### src/rtl/jtag_sync.sv
`default_nettype none
// ============================================================================
//  Module      : jtag_sync
//  Description : Clock-domain front end between a Virtual JTAG instance and
//                jtag_memory. Synchronizes raw TCK/TDI, the SDR/CDR/UDR/UIR
//                state flags and the instruction register into iCLK, and
//                regenerates a clean oTCK whose rising edge follows its data
//                outputs by one iCLK. Latches the address on UIR and returns
//                TDO to the JTAG side through a register.
//  Revision    : 1.0 - initial release
// ============================================================================
module jtag_sync #(
    parameter int ADDRESS_WIDTH = 5,
    parameter int SYNC_STAGES   = 2,
    localparam int IR_WIDTH     = 2 * ADDRESS_WIDTH + 1
) (
    input  logic                iCLK,
    input  logic                iRST_N,
    input  logic                iRAW_TCK,
    input  logic                iRAW_TDI,
    input  logic                iRAW_SDR,
    input  logic                iRAW_CDR,
    input  logic                iRAW_UDR,
    input  logic                iRAW_UIR,
    input  logic [IR_WIDTH-1:0] iRAW_IR,
    output logic                oRAW_TDO,
    output logic                oTCK,
    output logic                oTDI,
    output logic                oSTATE_SDR,
    output logic                oSTATE_CDR,
    output logic                oSTATE_UDR,
    output logic [IR_WIDTH-1:0] oADDRESS,
    input  logic                iTDO,
    output logic                oERR
);

    // ------------------------------------------------------------------------
    // Raw input bus layout. Every raw signal rides in one vector so that all
    // of them see exactly the same synchronizer depth and stay aligned.
    // ------------------------------------------------------------------------
    localparam int c_BIT_TCK    = 0;
    localparam int c_BIT_TDI    = 1;
    localparam int c_BIT_SDR    = 2;
    localparam int c_BIT_CDR    = 3;
    localparam int c_BIT_UDR    = 4;
    localparam int c_BIT_UIR    = 5;
    localparam int c_BIT_IR_LO  = 6;
    localparam int c_BUS_WIDTH  = IR_WIDTH + 6;

    // Pulse regenerator state encoding
    localparam logic [1:0] c_ST_IDLE  = 2'd0;
    localparam logic [1:0] c_ST_SETUP = 2'd1;
    localparam logic [1:0] c_ST_HIGH  = 2'd2;

    logic [c_BUS_WIDTH-1:0]                  w_rawBus;
    logic [SYNC_STAGES-1:0][c_BUS_WIDTH-1:0] r_syncChain;
    logic [c_BUS_WIDTH-1:0]                  w_syncBus;
    logic [SYNC_STAGES-1:0]                  r_syncValid;

    logic                w_tckS;
    logic                w_tdiS;
    logic                w_sdrS;
    logic                w_cdrS;
    logic                w_udrS;
    logic                w_uirS;
    logic [IR_WIDTH-1:0] w_irS;

    logic                r_tckD;
    logic                r_uirD;
    logic                r_tckArmed;
    logic                w_tckRise;
    logic                w_flagConflict;

    logic [1:0]          r_state;

    logic                r_uirRise;
    logic [IR_WIDTH-1:0] r_irCapture;

    assign w_rawBus = {iRAW_IR, iRAW_UIR, iRAW_UDR, iRAW_CDR,
                       iRAW_SDR, iRAW_TDI, iRAW_TCK};

    // Shift every raw bit through its own SYNC_STAGES-deep flop chain
    always_ff @(posedge iCLK) begin
        if (!iRST_N) begin
            r_syncChain <= '0;
        end else begin
            r_syncChain <= {r_syncChain[SYNC_STAGES-2:0], w_rawBus};
        end
    end

    assign w_syncBus = r_syncChain[SYNC_STAGES-1];
    assign w_tckS    = w_syncBus[c_BIT_TCK];
    assign w_tdiS    = w_syncBus[c_BIT_TDI];
    assign w_sdrS    = w_syncBus[c_BIT_SDR];
    assign w_cdrS    = w_syncBus[c_BIT_CDR];
    assign w_udrS    = w_syncBus[c_BIT_UDR];
    assign w_uirS    = w_syncBus[c_BIT_UIR];
    assign w_irS     = w_syncBus[c_BUS_WIDTH-1:c_BIT_IR_LO];

    // Track how far real post-reset samples have advanced down the chain;
    // the last bit says the synchronized outputs no longer hold reset zeros.
    always_ff @(posedge iCLK) begin
        if (!iRST_N) begin
            r_syncValid <= '0;
        end else begin
            r_syncValid <= {r_syncValid[SYNC_STAGES-2:0], 1'b1};
        end
    end

    // Edge-detect history for TCK and UIR, plus the TCK arm flag. A TCK rise
    // is only honoured once a genuine low has been seen after reset, so a raw
    // TCK that is still high when reset releases cannot fake a rising edge.
    always_ff @(posedge iCLK) begin
        if (!iRST_N) begin
            r_tckD     <= 1'b0;
            r_uirD     <= 1'b0;
            r_tckArmed <= 1'b0;
        end else begin
            r_tckD <= w_tckS;
            r_uirD <= w_uirS;
            if (r_syncValid[SYNC_STAGES-1] && !w_tckS) begin
                r_tckArmed <= 1'b1;
            end
        end
    end

    assign w_tckRise      = r_tckArmed & w_tckS & ~r_tckD;
    assign w_flagConflict = (w_sdrS & w_cdrS) | (w_sdrS & w_udrS) |
                            (w_cdrS & w_udrS);

    // Pulse regenerator: load data on a synchronized TCK rise, hold it low
    // for one setup cycle, then drive oTCK high until synchronized TCK falls.
    always_ff @(posedge iCLK) begin
        if (!iRST_N) begin
            r_state    <= c_ST_IDLE;
            oTCK       <= 1'b0;
            oTDI       <= 1'b0;
            oSTATE_SDR <= 1'b0;
            oSTATE_CDR <= 1'b0;
            oSTATE_UDR <= 1'b0;
            oERR       <= 1'b0;
        end else begin
            case (r_state)
                c_ST_IDLE: begin
                    oTCK <= 1'b0;
                    if (w_tckRise) begin
                        oTDI       <= w_tdiS;
                        oSTATE_SDR <= w_sdrS;
                        oSTATE_CDR <= w_cdrS;
                        oSTATE_UDR <= w_udrS;
                        if (w_flagConflict) begin
                            oERR <= 1'b1;
                        end
                        r_state <= c_ST_SETUP;
                    end
                end
                c_ST_SETUP: begin
                    // Always go high so even a glitch yields a full-cycle pulse
                    oTCK    <= 1'b1;
                    r_state <= c_ST_HIGH;
                end
                c_ST_HIGH: begin
                    if (!w_tckS) begin
                        oTCK    <= 1'b0;
                        r_state <= c_ST_IDLE;
                    end
                end
                default: begin
                    oTCK    <= 1'b0;
                    r_state <= c_ST_IDLE;
                end
            endcase
        end
    end

    // Address capture: a synchronized UIR rise snapshots the synchronized IR,
    // which is then presented on oADDRESS one edge later.
    always_ff @(posedge iCLK) begin
        if (!iRST_N) begin
            r_uirRise   <= 1'b0;
            r_irCapture <= '0;
            oADDRESS    <= '1;
        end else begin
            r_uirRise   <= w_uirS & ~r_uirD;
            r_irCapture <= w_irS;
            if (r_uirRise) begin
                oADDRESS <= r_irCapture;
            end
        end
    end

    // TDO return path: plain one-cycle register, no gating
    always_ff @(posedge iCLK) begin
        if (!iRST_N) begin
            oRAW_TDO <= 1'b0;
        end else begin
            oRAW_TDO <= iTDO;
        end
    end

endmodule
`default_nettype wire

### config.mk
export PLATFORM = sky130hd
export DESIGN_NAME = jtag_sync
export DESIGN_NICKNAME = d
export VERILOG_FILES = /design/src/rtl/jtag_sync.sv
export SDC_FILE = /design/constraint.sdc
export NUM_CORES = 1
export LEC_CHECK = 0
export ABC_AREA = 1
export CORE_MARGIN = 3
export CORE_UTILIZATION = 46
export CTS_BUF_LIST = sky130_fd_sc_hd__clkbuf_4 sky130_fd_sc_hd__clkbuf_8 sky130_fd_sc_hd__clkbuf_16
export CTS_CLUSTER_SIZE = 16
export DETAILED_ROUTE_END_ITERATION = 8
export PLACE_DENSITY = 0.74
export SLEW_MARGIN = 15
export SYNTH_ARGS = -nofsm -noshare
export SYNTH_HDL_FRONTEND = slang
export SYNTH_SLANG_ARGS = --single-unit
### constraint.sdc
create_clock -name iCLK -period 1 [get_ports iCLK]
set_clock_uncertainty 0.2 [all_clocks]
set_input_delay 0.3 -clock iCLK [delete_from_list [all_inputs] [get_ports iCLK]]
set_output_delay 0.3 -clock iCLK [all_outputs]
set_load 0.05 [all_outputs]
==> results.txt <==
run status: finished with violations
failing checks: setup timing
type of element launching the critical path: flop
global placement routability congestion: 0.7164
minimum clock period: 1331 ps
Met2 Wirelength: 1718 um
Crit Path Class: flop to output port
maximum fanout encountered on the critical timing path: 2
measured slew at the worst slew-check pin: 196.1 ps
max-cap viol count: 0
final standard cell utilization of the core: 0.7192
Post-Synthesis Cells: 259
Initial Util: 0.4894
total gr overflow: 0
relative max-transition margin: 0.8690
global-route wire length before repair: 5616 um
Syn. warnings: 0
antenna violation net count after detailed routing: 0
setup slack on the worst flop-to-flop path: -110 ps
final setup violation count: 24
number of search-and-repair iterations in the first detailed-routing pass: 4
unrepaired setup endpoints after global routing: true
maximum level of the CTS H-tree: 3
largest net degree at the start of global routing: 44
Final Slew Violations: 0
WL/cell: 9.558 um
R2R Path End: oSTATE_CDR
hold-critical path depth: 3
Clock Sink Count: 71
count of different cell masters after synthesis: 15
critical path's largest stage delay: 360 ps
Crit. path cell count: 1
net count of the mapped netlist: 279
row count: 24
synthesized area per cell: 8.454 um^2
number of global-route vias before repair: 1355
cells along the critical path: buf_12
CTS max path bufs: 2
DRC violation count after routing: 0
Setup TNS Final: -6314 ps
total met3 wirelength after detailed routing: 167 um
cell family with most CP delay: flip-flops
cts hold-fix bufs: 0
TritonCTS clock tree: built
number of antenna violations at the first check in global routing: 0
Iteration-0 DRC Markers: 64
number of buffer and inverter stages on the critical path: 1
register area share after synthesis: 0.6491
worst hold path class: input pin to flop
worst path setup slack after routing: -330.7 ps
number of I/O pins: 38
power density over cell area: 1830 nW/um^2
Max Freq: 751.5 MHz
Max IR drop VDD: 1.076 mV
worst-path cell with the longest stage delay: dfxtp_2
arrival time at the worst endpoint: 830 ps
full die area: 5624 um^2
static leakage: 1.702 nW
final wirelength: 3479 um
Fillers: 299
crit path capture type: output port
HPWL after detailed placement: 2210 um
reg2reg start: r_tckArmed
M1 wire length: 1517 um
CTS buffer count: 9
routed via count: 1547
CTS root buffer: clkbuf_8
IO buf count: 37
average vias per placed instance: 4.250
Die Ht: 74.99 um
WP data required: 500 ps
antenna diode count: 0
min-delay src: iRST_N
fraction of layout cells with a size suffix above 1: 0.2821
core area: 4474 um^2
insertion delay to the later sink of the worst-skew pair: 330 ps
Clock transition at path regs: 70 ps
final layout net count: 327
length in cells of the worst reg-to-reg path: 5
cell area after technology mapping: 2190 um^2
Overall Global Routing Usage: 0.1382
Final period util: 1.331
uppermost layer routed: met4
synthesis-to-finish area growth: 46.97%
Die Width: 74.99 um
#FFs+latches synth: 71
capture endpoint of the worst hold path: oRAW_TDO
final number of hold-violating endpoints: 0
repair_timing:
action | in CTS | in global routing
pin swaps | 5 | 5
endpoints found under the setup margin | 23 | 35
gates resized for setup | 16 | 22
buffers inserted | 1 | 0
where the power goes:
part	switching, mW	internal, mW	total [mW]
clock	0.981	1.50	2.48
sequential	0.0551	2.93	2.99
combinational	0.204	0.215	0.419
logic make-up after synthesis:
logic type,Yosys count,share of synthesized area
flip-flops,71,0.6491
AND/OR/NAND/NOR,117,0.2200
AO/OA/AOI/OAI,3,0.006855
buffers and inverters,68,0.1240
routing by layer:
layer | up-vias | global-route usage
met5 | - | 0
met4 | 0 | 0.09091
met3 | 9 | 0.05474
met2 | 37 | 0.2234
met1 | 663 | 0.1495
li1 | 838 | -
placed cells by master, fill, tap and decap left out, types with 2 or more instances in the layout:
cell / count
inv_2: 3
nand2_1: 81
nor2_4: 3
dfxtp_4: 4
buf_12: 20
a21oi_2: 2
nor2_1: 10
inv_4: 2
dfxtp_1: 47
buf_6: 5
clkdlybuf4s50_1: 18
nand2_4: 2
clkbuf_8: 10
nand3_1: 12
inv_1: 54
buf_4: 2
nand3_4: 2
nand3_2: 5
bufinv_16: 2
dfxtp_2: 20
through the flow:
stage / setup WS [ps] / area [um^2] / instances / power (mW) / hold slack, ps
final: -330.7 / 3218 / 364 / 5.888 / 34.19
after CTS: -359.8 / 3147 / 364 / 5.962 / 16.58
after floorplan: -10.85 / 2213 / 259 / 3.246 / 127.7
after detailed placement: -136.5 / 2859 / 347 / 3.460 / 182.5
after global routing: -371.2 / 3218 / 364 / 6.130 / 29.69
after global placement: -115.7 / 2859 / 347 / 3.449 / 172.3
sequential cells by signal, summed over array words and instances (netlist names):
name,cells
r_syncValid,2
r_tckD,1
oRAW_TDO,1
r_syncChain,17
oERR,1
r_irCapture,11
r_uirRise,1
oTCK,1
r_tckArmed,1
oADDRESS,11
oSTATE_CDR,1
r_uirD,1
r_state,2
w_syncBus,17
oSTATE_SDR,1
oSTATE_UDR,1
oTDI,1
final cells by class:
type                    count  area, um^2  share of cell area
clock buffers              11       145.1             0.04510
well taps                  52       65.06             0.02022
multi-input cells         120       581.8              0.1808
repair buffers             46       656.9              0.2041
flip-flops and latches     71        1461              0.4541
inverters                  59       226.5             0.07037
clock inverters             5       81.33             0.02527
worst max-delay path by stage:
stage,startpoint,to,slack [ps]
6_report,oADDRESS[9],oADDRESS[9],-330
4_1_cts,oADDRESS[7],oADDRESS[7],-360
5_1_grt,oADDRESS[7],oADDRESS[7],-370
3_5_place_dp,iRST_N,r_state[0],-140
3_3_place_gp,iRAW_UDR,r_syncChain[4],-120
2_1_floorplan,w_syncBus[0],oSTATE_CDR,-10
cell usage after synthesis:
| library cell | number | area share |
|---|---|---|
| nand2_1 | 83 | 0.14 |
| nor2_2 | 1 | 0.0029 |
| nor3_1 | 1 | 0.0023 |
| nand3_2 | 1 | 0.0046 |
| nor2_4 | 1 | 0.0051 |
| nor2_1 | 11 | 0.019 |
| a21oi_1 | 3 | 0.0069 |
| buf_2 | 4 | 0.0091 |
| dfxtp_1 | 71 | 0.65 |
| buf_4 | 3 | 0.010 |
| nand4_1 | 1 | 0.0029 |
| clkbuf_1 | 2 | 0.0034 |
| inv_1 | 58 | 0.099 |
| inv_2 | 1 | 0.0017 |
| nand3_1 | 18 | 0.041 |
Power figures use the tool's default switching activity.
